[src/rtl/tcp_tx_sched_if.sv]
// Handshake bundle between the app enqueue side, the TX scheduler and TX control.
interface tcp_tx_sched_if #(
  parameter int unsigned FLOWID_W = 3
);
  logic                app_sched_enq_val;
  logic [FLOWID_W-1:0] app_sched_enq_flowid;
  logic                sched_app_enq_rdy;
  logic                sched_tx_req_val;
  logic [FLOWID_W-1:0] sched_tx_req_flowid;
  logic                tx_sched_req_rdy;
  logic                sched_tx_update_val;
  logic                sched_tx_update_requeue;
  logic                sched_tx_update_rdy;

  // master: app + TX control side; slave: the scheduler
  modport master (
    output app_sched_enq_val, app_sched_enq_flowid, tx_sched_req_rdy,
           sched_tx_update_val, sched_tx_update_requeue,
    input  sched_app_enq_rdy, sched_tx_req_val, sched_tx_req_flowid, sched_tx_update_rdy
  );

  modport slave (
    input  app_sched_enq_val, app_sched_enq_flowid, tx_sched_req_rdy,
           sched_tx_update_val, sched_tx_update_requeue,
    output sched_app_enq_rdy, sched_tx_req_val, sched_tx_req_flowid, sched_tx_update_rdy
  );
endinterface

[src/rtl/tcp_tx_sched.sv]
// Round-robin TX scheduler: duplicate-free circular flow queue, one flow in flight at a time.
// Optional saturating statistics counters when TCP_TX_SCHED_STATS_EN is defined.
module tcp_tx_sched #(
  parameter int unsigned FLOWID_W = 3
) (
  input  logic          clk,
  input  logic          rst,
  tcp_tx_sched_if.slave bus
`ifdef TCP_TX_SCHED_STATS_EN
  ,
  output logic [31:0]   stat_issue_cnt,
  output logic [31:0]   stat_dup_drop_cnt,
  output logic [31:0]   stat_requeue_cnt
`endif
);
  localparam int unsigned NUM_FLOWS = 1 << FLOWID_W;
  localparam int unsigned PTR_W     = FLOWID_W + 1;

  typedef enum logic {ST_IDLE, ST_WAIT_UPDATE} state_t;

  state_t state;
  state_t state_nxt;

  logic [FLOWID_W-1:0]  queue [NUM_FLOWS];
  logic [PTR_W-1:0]     head;
  logic [PTR_W-1:0]     tail;
  logic [NUM_FLOWS-1:0] in_queue;
  logic [NUM_FLOWS-1:0] pending;
  logic [FLOWID_W-1:0]  inflight_id;

  logic [FLOWID_W-1:0]  head_id;
  logic [FLOWID_W-1:0]  enq_id;
  logic [FLOWID_W-1:0]  push_id;
  logic                 empty;
  logic                 pop;
  logic                 upd_fire;
  logic                 upd_push;
  logic                 enq_hit_wait;
  logic                 enq_hit_pop;
  logic                 enq_acc;
  logic                 enq_pend;
  logic                 enq_push;
  logic                 push;

  // Handshake decode; an update push owns the single write port unless the enq merges into it
  always_comb begin
    head_id      = queue[head[FLOWID_W-1:0]];
    enq_id       = bus.app_sched_enq_flowid;
    empty        = (head == tail);
    pop          = (state == ST_IDLE) && !empty && bus.tx_sched_req_rdy;
    upd_fire     = (state == ST_WAIT_UPDATE) && bus.sched_tx_update_val;
    enq_hit_wait = (state == ST_WAIT_UPDATE) && (enq_id == inflight_id);
    enq_hit_pop  = pop && (enq_id == head_id);
    upd_push     = upd_fire && (bus.sched_tx_update_requeue || pending[inflight_id] ||
                                (bus.app_sched_enq_val && enq_hit_wait));
    bus.sched_app_enq_rdy = !upd_push || enq_hit_wait;
    enq_acc      = bus.app_sched_enq_val && bus.sched_app_enq_rdy;
    enq_pend     = enq_acc && ((enq_hit_wait && !upd_fire && !pending[inflight_id]) || enq_hit_pop);
    enq_push     = enq_acc && !enq_hit_wait && !enq_hit_pop && !in_queue[enq_id];
    push         = upd_push || enq_push;
    push_id      = upd_push ? inflight_id : enq_id;
  end

  always_ff @(posedge clk) begin
    if (rst) state <= ST_IDLE;
    else     state <= state_nxt;
  end

  always_comb begin
    state_nxt = state;
    case (state)
      ST_IDLE:        if (pop) state_nxt = ST_WAIT_UPDATE;
      ST_WAIT_UPDATE: if (bus.sched_tx_update_val) state_nxt = ST_IDLE;
      default:        state_nxt = ST_IDLE;
    endcase
  end

  always_comb begin
    bus.sched_tx_req_val    = 1'b0;
    bus.sched_tx_update_rdy = 1'b0;
    bus.sched_tx_req_flowid = head_id;
    case (state)
      ST_IDLE:        bus.sched_tx_req_val    = !empty;
      ST_WAIT_UPDATE: bus.sched_tx_update_rdy = 1'b1;
      default:        ;
    endcase
  end

  // Queue storage, pointers and per-flow bitmaps
  always_ff @(posedge clk) begin
    if (rst) begin
      head        <= '0;
      tail        <= '0;
      in_queue    <= '0;
      pending     <= '0;
      inflight_id <= '0;
      for (int unsigned i = 0; i < NUM_FLOWS; i++) queue[i] <= '0;
    end else begin
      if (pop) begin
        head              <= head + PTR_W'(1);
        inflight_id       <= head_id;
        in_queue[head_id] <= 1'b0;
      end
      if (push) begin
        queue[tail[FLOWID_W-1:0]] <= push_id;
        tail                      <= tail + PTR_W'(1);
        in_queue[push_id]         <= 1'b1;
      end
      if (enq_pend) pending[enq_id]      <= 1'b1;
      if (upd_fire) pending[inflight_id] <= 1'b0;
    end
  end

`ifdef TCP_TX_SCHED_STATS_EN
  logic enq_dup;

  always_comb begin
    enq_dup = enq_acc && ((enq_hit_wait && pending[inflight_id]) ||
                          (!enq_hit_wait && !enq_hit_pop && in_queue[enq_id]));
  end

  always_ff @(posedge clk) begin
    if (rst) begin
      stat_issue_cnt    <= '0;
      stat_dup_drop_cnt <= '0;
      stat_requeue_cnt  <= '0;
    end else begin
      if (pop && (stat_issue_cnt != '1))         stat_issue_cnt    <= stat_issue_cnt + 32'd1;
      if (enq_dup && (stat_dup_drop_cnt != '1))  stat_dup_drop_cnt <= stat_dup_drop_cnt + 32'd1;
      if (upd_push && (stat_requeue_cnt != '1))  stat_requeue_cnt  <= stat_requeue_cnt + 32'd1;
    end
  end
`endif

endmodule

[src/flat_wrapper.sv]
// flat-port wrapper written by rule: the top's interface ports become plain ports
module tcp_tx_sched_flat 
#(
  parameter int unsigned FLOWID_W = 3
)
  (clk, rst, bus_app_sched_enq_val, bus_app_sched_enq_flowid, bus_tx_sched_req_rdy, bus_sched_tx_update_val, bus_sched_tx_update_requeue, bus_sched_app_enq_rdy, bus_sched_tx_req_val, bus_sched_tx_req_flowid, bus_sched_tx_update_rdy);
  tcp_tx_sched_if #(.FLOWID_W(FLOWID_W)) bus_i ();
  input  logic clk;
  input  logic rst;
  input wire logic [$bits(bus_i.app_sched_enq_val)-1:0] bus_app_sched_enq_val;
  input wire logic [$bits(bus_i.app_sched_enq_flowid)-1:0] bus_app_sched_enq_flowid;
  input wire logic [$bits(bus_i.tx_sched_req_rdy)-1:0] bus_tx_sched_req_rdy;
  input wire logic [$bits(bus_i.sched_tx_update_val)-1:0] bus_sched_tx_update_val;
  input wire logic [$bits(bus_i.sched_tx_update_requeue)-1:0] bus_sched_tx_update_requeue;
  output wire logic [$bits(bus_i.sched_app_enq_rdy)-1:0] bus_sched_app_enq_rdy;
  output wire logic [$bits(bus_i.sched_tx_req_val)-1:0] bus_sched_tx_req_val;
  output wire logic [$bits(bus_i.sched_tx_req_flowid)-1:0] bus_sched_tx_req_flowid;
  output wire logic [$bits(bus_i.sched_tx_update_rdy)-1:0] bus_sched_tx_update_rdy;
  assign bus_i.app_sched_enq_val = bus_app_sched_enq_val;
  assign bus_i.app_sched_enq_flowid = bus_app_sched_enq_flowid;
  assign bus_i.tx_sched_req_rdy = bus_tx_sched_req_rdy;
  assign bus_i.sched_tx_update_val = bus_sched_tx_update_val;
  assign bus_i.sched_tx_update_requeue = bus_sched_tx_update_requeue;
  assign bus_sched_app_enq_rdy = bus_i.sched_app_enq_rdy;
  assign bus_sched_tx_req_val = bus_i.sched_tx_req_val;
  assign bus_sched_tx_req_flowid = bus_i.sched_tx_req_flowid;
  assign bus_sched_tx_update_rdy = bus_i.sched_tx_update_rdy;
  tcp_tx_sched #(.FLOWID_W(FLOWID_W)) u_core (.clk(clk), .rst(rst), .bus(bus_i));
endmodule
[config.mk]
export PLATFORM = sky130hd
export DESIGN_NAME = tcp_tx_sched_flat
export DESIGN_NICKNAME = d
export VERILOG_FILES = /design/src/rtl/tcp_tx_sched_if.sv /design/src/rtl/tcp_tx_sched.sv /design/src/flat_wrapper.sv
export SDC_FILE = /design/constraint.sdc
export NUM_CORES = 1
export LEC_CHECK = 0
export ABC_AREA = 1
export BUFFER_PORTS_ARGS = -buffer_cell sky130_fd_sc_hd__buf_2
export CORE_ASPECT_RATIO = 1.1
export CORE_MARGIN = 8
export CORE_UTILIZATION = 61
export DETAILED_ROUTE_END_ITERATION = 10
export GPL_TIMING_DRIVEN = 1
export PLACE_DENSITY = 0.77
export SLEW_MARGIN = 10
export SYNTH_ARGS = -nofsm -noshare
export SYNTH_HDL_FRONTEND = slang
export SYNTH_SLANG_ARGS = --single-unit
[constraint.sdc]
create_clock -name clk -period 2.1 [get_ports clk]
set_input_delay 0.105 -clock clk [delete_from_list [all_inputs] [get_ports clk]]
set_output_delay 0.105 -clock clk [all_outputs]
set_load 0.01 [all_outputs]
Yosys cells after proc, flatten, opt, wreduce, memory -nomap -nowiden
Memories as Yosys holds them, arrays and structs flattened. A register that Yosys moved wholly into a read port is not among the register bits.
Index checks and enable logic that the tools add are counted.
- $add $sub $neg: 2
- multiply operators: 0
- div/mod/pow operators: 0
- magnitude comparators: 8
- equal/unequal tests: 3
- shift operators: 0
- mux-type cells: 34
- bitwise logic cells: 7
- reduce and logical (&&, ||, !) cells: 31
- operators by type and width (operator ; number):
    8-bit 2-to-1 mux ; 6
    1-bit logical AND ; 18
    8-bit AND ; 2
    3-bit by 4-bit less-than comparator with 1-bit output (second input constant) ; 4
    1-bit 2-to-1 mux ; 16
    8-bit inverter ; 2
    8-bit OR ; 2
    3-bit 2-to-1 mux ; 5
    1-bit demux with 3-bit select ; 4
    3-bit by 1-bit greater-or-equal comparator with 1-bit output (second input constant) ; 4
    4-bit by 1-bit adder with 4-bit output (second input constant) ; 2
    1-bit zero test ; 7
    1-bit binary-select mux with 3-bit select ; 2
    3-bit equality test ; 2
    1-bit logical OR ; 5
    4-bit equality test ; 1
    3-bit OR reduction ; 1
    1-bit case mux with 2 select lines ; 1
    1-bit inverter ; 1
- flip-flop bits (word level): 28
- bits in latches: 0
- RAM bits: 24
- ROM bits: 0
- input port bits: 9
- output and inout port bits: 6
- word-level logic and storage cells: 92
- memories kept: 1
- memories (memory ; words ; width ; read ports ; clocked after memory_dff ; wr ports ; RTL line ; text):
    u_core.queue ; 8 ; 3 ; 1 ; 1 ; 8 ; tcp_tx_sched.sv:24 ; logic [FLOWID_W-1:0] queue [NUM_FLOWS];

Logic depth before layout (Yosys ltp)
- word-level depth: 17
- mapped depth: 15
- depth with buffers taken out: 14

Worst setup path before layout
OpenSTA, ideal clock, no wires.
- kind: register -> register
- start: register u_core.tail[0]
- end: memory u_core.queue[3][0], enable pin
- library setup time: 0.267 ns
- arrival time: 1.587 ns
- data required time: 1.833 ns
- path slack: 0.246 ns
- cell stages (with the launch flop): 16
- buffers on the path: 1
- period minus slack after synthesis: 1.854 ns
- cells stage by stage: dfxtp_1 -> inv_2 -> nand2_1 -> nand2_1 -> nor2_1 -> nand2_1 -> nand2_2 -> nor2_4 -> nand2_1 -> nor2_1 -> nand2_2 -> nand2_4 -> nand2_4 -> buf_8 -> nand3_2 -> nand2_1
- RTL lines (element ; RTL line ; text):
    start, declared ; tcp_tx_sched.sv:26 ; logic [PTR_W-1:0] tail;
    start signal, assigned ; tcp_tx_sched.sv:106 ; tail <= tail + PTR_W'(1);
    end, declared ; tcp_tx_sched.sv:24 ;

==> implementation parameters <==
Parameter                              Value

Worst setup path
  Kind of end point of the critical path    flip-flop
  Endpoint of the lowest-slack register-to-register path    u_core.queue[0][0]$_SDFFCE_PN0P_
  Data required time at the worst endpoint    2160 ps
  Kind of launch point of the worst setup path    flip-flop
  Worst-path maximum fanout    13
  Critical Path AT    2010 ps
  Worst Path Class, Setup    reg -> reg
  FF-to-FF path depth    13
  R2R Setup Slk    150 ps
  Worst Setup EP    u_core.queue[0][0]$_SDFFCE_PN0P_

Drt
  Via count    2843
  Via density per instance    5.51
  Sum of routed wire length over all layers    7810 um
  Number of nets still failing antenna checks after routing    0
  First-pass detailed-route iteration total    5
  Final routed DRC violation total    0
  DRC violation total after the first TritonRoute iteration    352
  Avg WL per Cell    15.1 um

STA
  Part of the cycle the worst path needs    0.928
  Relative max-transition margin    0.776
  Setup repair after global routing missed its margin    no
  Minimum clock period    1950 ps
  Hold violation total from the final report    0
  Final slew viol count    0
  Clk_skew    6.72 ps
  Worst hold slack across all endpoints    85.7 ps
  Final total negative setup slack    0 ps
  Final setup violation count    0
  Slew at the pin with the worst max-slew slack    334 ps
  Highest Clock Rate    0.513 GHz

Logic synthesis
  Area share of the largest cell type after synthesis    0.228
  Cells after Synth    436
  Nets in the synthesized netlist    447
  Mean instance size in the synthesized netlist    7.26 um2
  Post-synthesis instance area    3170 um2
  Proportion of synthesized chip area in sequential cells    0.424
  Register bit count reported by yosys    55
  Post-synth cell types    32
  Yosys top cell by area    sky130_fd_sc_hd__edfxtp_1
  Area contributors post-synth    sky130_fd_sc_hd__edfxtp_1 23%, sky130_fd_sc_hd__dfxtp_1 20%, sky130_fd_sc_hd__nand2_1 13%
  Warning count from the yosys run    0

Clock network
  CTS tree    yes
  Maximum clock insertion buffer count    2
  Number of buffers created by CTS    5
  Post-cts sizing count    1
  CTS sink count    55
  Clock transition at the register clock pins on the worst setup and hold paths after CTS    100 ps
  Clock latency on the worst-skew pair    320 ps
  Clock root buffer    sky130_fd_sc_hd__clkbuf_8
  Number of post-CTS setup repair buffers    0
  Count of hold buffers inserted by post-cts repair    0
  Count of H-tree levels built during CTS    2

Layout
  Area Overhead vs Synth    10.3%
  Number of fillers in the final layout    449
  Number of nets in the layout    468
  Share of final-layout standard cells stronger than drive strength 1    0.170
  Diode insertion count for antenna repair    0
  Finished Layout Cells    516
  Core occupancy in the finished layout    0.699

Pwr
  Leak    1.52 nW
  Power density normalized to cell area    881 nW/um2
  VDD IR-drop max    544 uV
  Overall power after layout    0.00308 W

Global route
  Vias in the first global route    2735
  Global-route wire length before repair    13200 um
  Initial antenna violation count    0
  Total overflow reported by the global router    0
  Pin count of the biggest net entering global routing    23
  GRT Resource Usage Total    0.211

Flow run
  Maxcap violations    0

Die
  Core area    5000 um2
  Chip height    91.6 um
  Die ar.    7760 um2
  Number of placement rows    27
  Effective utilization at floorplan    0.633
  Number of placed I/O pins    15
  Die W    84.7 um

Min path
  Hold Path Class    in -> reg

Place
  Total half-perimeter wirelength after legalization and detailed placement    5820 um
  Number of cells in the design after placement    508
  Final weighted congestion in routability-driven placement    0.928
  Count of port buffers added during placement    14

Status
  Run status    complete, no violations
[worst min path at each step]
stage                                 start                           to  slack [ps]  cells after the start
floorplan           bus_sched_tx_update_val      u_core.state$_SDFF_PP0_         330                      2
global placement                        rst  u_core.tail[3]$_SDFFE_PP0P_         420                      2
detailed placement                      rst  u_core.tail[1]$_SDFFE_PP0P_         410                      2
CTS                                     rst  u_core.tail[1]$_SDFFE_PP0P_          80                      2
global route                            rst  u_core.tail[1]$_SDFFE_PP0P_          80                      2
finish                                  rst  u_core.tail[1]$_SDFFE_PP0P_          90                      2
[critical path: stages, from the launching register on]
cell,delay [ps]
sky130_fd_sc_hd__dfxtp_4,370
sky130_fd_sc_hd__buf_4,160
sky130_fd_sc_hd__nand2_1,60
sky130_fd_sc_hd__nand3_1,90
sky130_fd_sc_hd__nand3_1,150
sky130_fd_sc_hd__nand2_2,70
sky130_fd_sc_hd__nand2_1,60
sky130_fd_sc_hd__nand2_1,40
sky130_fd_sc_hd__nor2_1,130
sky130_fd_sc_hd__nand2_2,90
sky130_fd_sc_hd__nand2_4,110
sky130_fd_sc_hd__nand2_8,110
sky130_fd_sc_hd__nand3_2,110
sky130_fd_sc_hd__nand2_1,120
[cell usage in the layout (no fill, tap or decap), types with 7 or more instances in the layout]
cell                       netlist  final
sky130_fd_sc_hd__a21oi_1        19     19
sky130_fd_sc_hd__buf_2           4     14
sky130_fd_sc_hd__buf_4           4     18
sky130_fd_sc_hd__dfxtp_1        31     29
sky130_fd_sc_hd__edfxtp_1       24     24
sky130_fd_sc_hd__inv_1          50     50
sky130_fd_sc_hd__inv_2           7      7
sky130_fd_sc_hd__nand2_1       113    113
sky130_fd_sc_hd__nand2_2        10     10
sky130_fd_sc_hd__nand3_1        61     58
sky130_fd_sc_hd__nand3_2         6      9
sky130_fd_sc_hd__nor2_1         48     47
sky130_fd_sc_hd__nor3_1          9      9
sky130_fd_sc_hd__o21ai_1         9      9
sky130_fd_sc_hd__o41ai_1         8      8
[flip-flops by register name, indices dropped and copies added (netlist names), named ones only]
name	flops
u_core.head	4
u_core.in_queue	8
u_core.inflight_id	3
u_core.pending	8
u_core.queue	24
u_core.state	1
u_core.tail	4
[routing by layer]
| layer | wire length [um] | global-route usage | part of all wire | vias up |
|---|---|---|---|---|
| li1 | - | - | - | 1452 |
| met1 | 3660 | 0.279 | 0.47 | 1273 |
| met2 | 3610 | 0.336 | 0.46 | 106 |
| met3 | 414 | 0.0342 | 0.053 | 12 |
| met4 | 126 | 0.0773 | 0.016 | 0 |
| met5 | 0 | 0 | 0 | - |
[power by group]
group | internal (W) | leakage [nW] | switching [W]
logic | 0.000336 | 0.960 | 0.000670
clock network | 0.000428 | 0.0626 | 0.000357
registers | 0.00121 | 0.502 | 0.0000774
total | 0.00197 | 1.52 | 0.00110
[logic make-up after synthesis]
kind of cell / Yosys count / synth area share
and+or+nand+nor: 254 / 0.363
DFF: 55 / 0.424
xor gates and xnor gates: 3 / 0.00830
AOI/OAI and AO/OA: 44 / 0.0818
buffers and inverters: 78 / 0.115
adders and majority gates: 2 / 0.00790
[metrics by stage]
| step | setup WS (ps) | instance area, um2 |
|---|---|---|
| 2_1_floorplan | 246 | 3170 |
| 3_3_place_gp | 115 | 3320 |
| 3_5_place_dp | 18.1 | 3320 |
| 4_1_cts | 46.7 | 3460 |
| 5_1_grt | 0.938 | 3490 |
| 6_report | 152 | 3490 |
[cell type report]
type,instances,area (um2),area share
clock buffers,6,93.8,0.0269
inverters,59,224,0.0641
multi-input cells,303,1490,0.428
flip-flops and latches,55,1350,0.385
well taps,58,72.6,0.0208
repair buffers,33,225,0.0645
clock inverters,2,37.5,0.0107
[cell usage after synthesis]
cell	instances
sky130_fd_sc_hd__a211oi_1	1
sky130_fd_sc_hd__a21oi_1	19
sky130_fd_sc_hd__buf_1	1
sky130_fd_sc_hd__buf_2	4
sky130_fd_sc_hd__buf_4	4
sky130_fd_sc_hd__buf_6	5
sky130_fd_sc_hd__buf_8	1
sky130_fd_sc_hd__clkbuf_1	4
sky130_fd_sc_hd__clkinv_1	1
sky130_fd_sc_hd__dfxtp_1	31
sky130_fd_sc_hd__edfxtp_1	24
sky130_fd_sc_hd__ha_1	2
sky130_fd_sc_hd__inv_1	50
sky130_fd_sc_hd__inv_2	7
sky130_fd_sc_hd__inv_4	1
sky130_fd_sc_hd__nand2_1	113
sky130_fd_sc_hd__nand2_2	10
sky130_fd_sc_hd__nand2_4	3
sky130_fd_sc_hd__nand3_1	61
sky130_fd_sc_hd__nand3_2	6
sky130_fd_sc_hd__nand4_1	1
sky130_fd_sc_hd__nand4_2	1
sky130_fd_sc_hd__nor2_1	48
sky130_fd_sc_hd__nor2_4	1
sky130_fd_sc_hd__nor3_1	9
sky130_fd_sc_hd__nor3_2	1
sky130_fd_sc_hd__o21a_1	1
sky130_fd_sc_hd__o21ai_0	5
sky130_fd_sc_hd__o21ai_1	9
sky130_fd_sc_hd__o21ai_2	1
sky130_fd_sc_hd__o41ai_1	8
sky130_fd_sc_hd__xor2_1	3
Note: power is estimated with default switching activity, not from simulation.
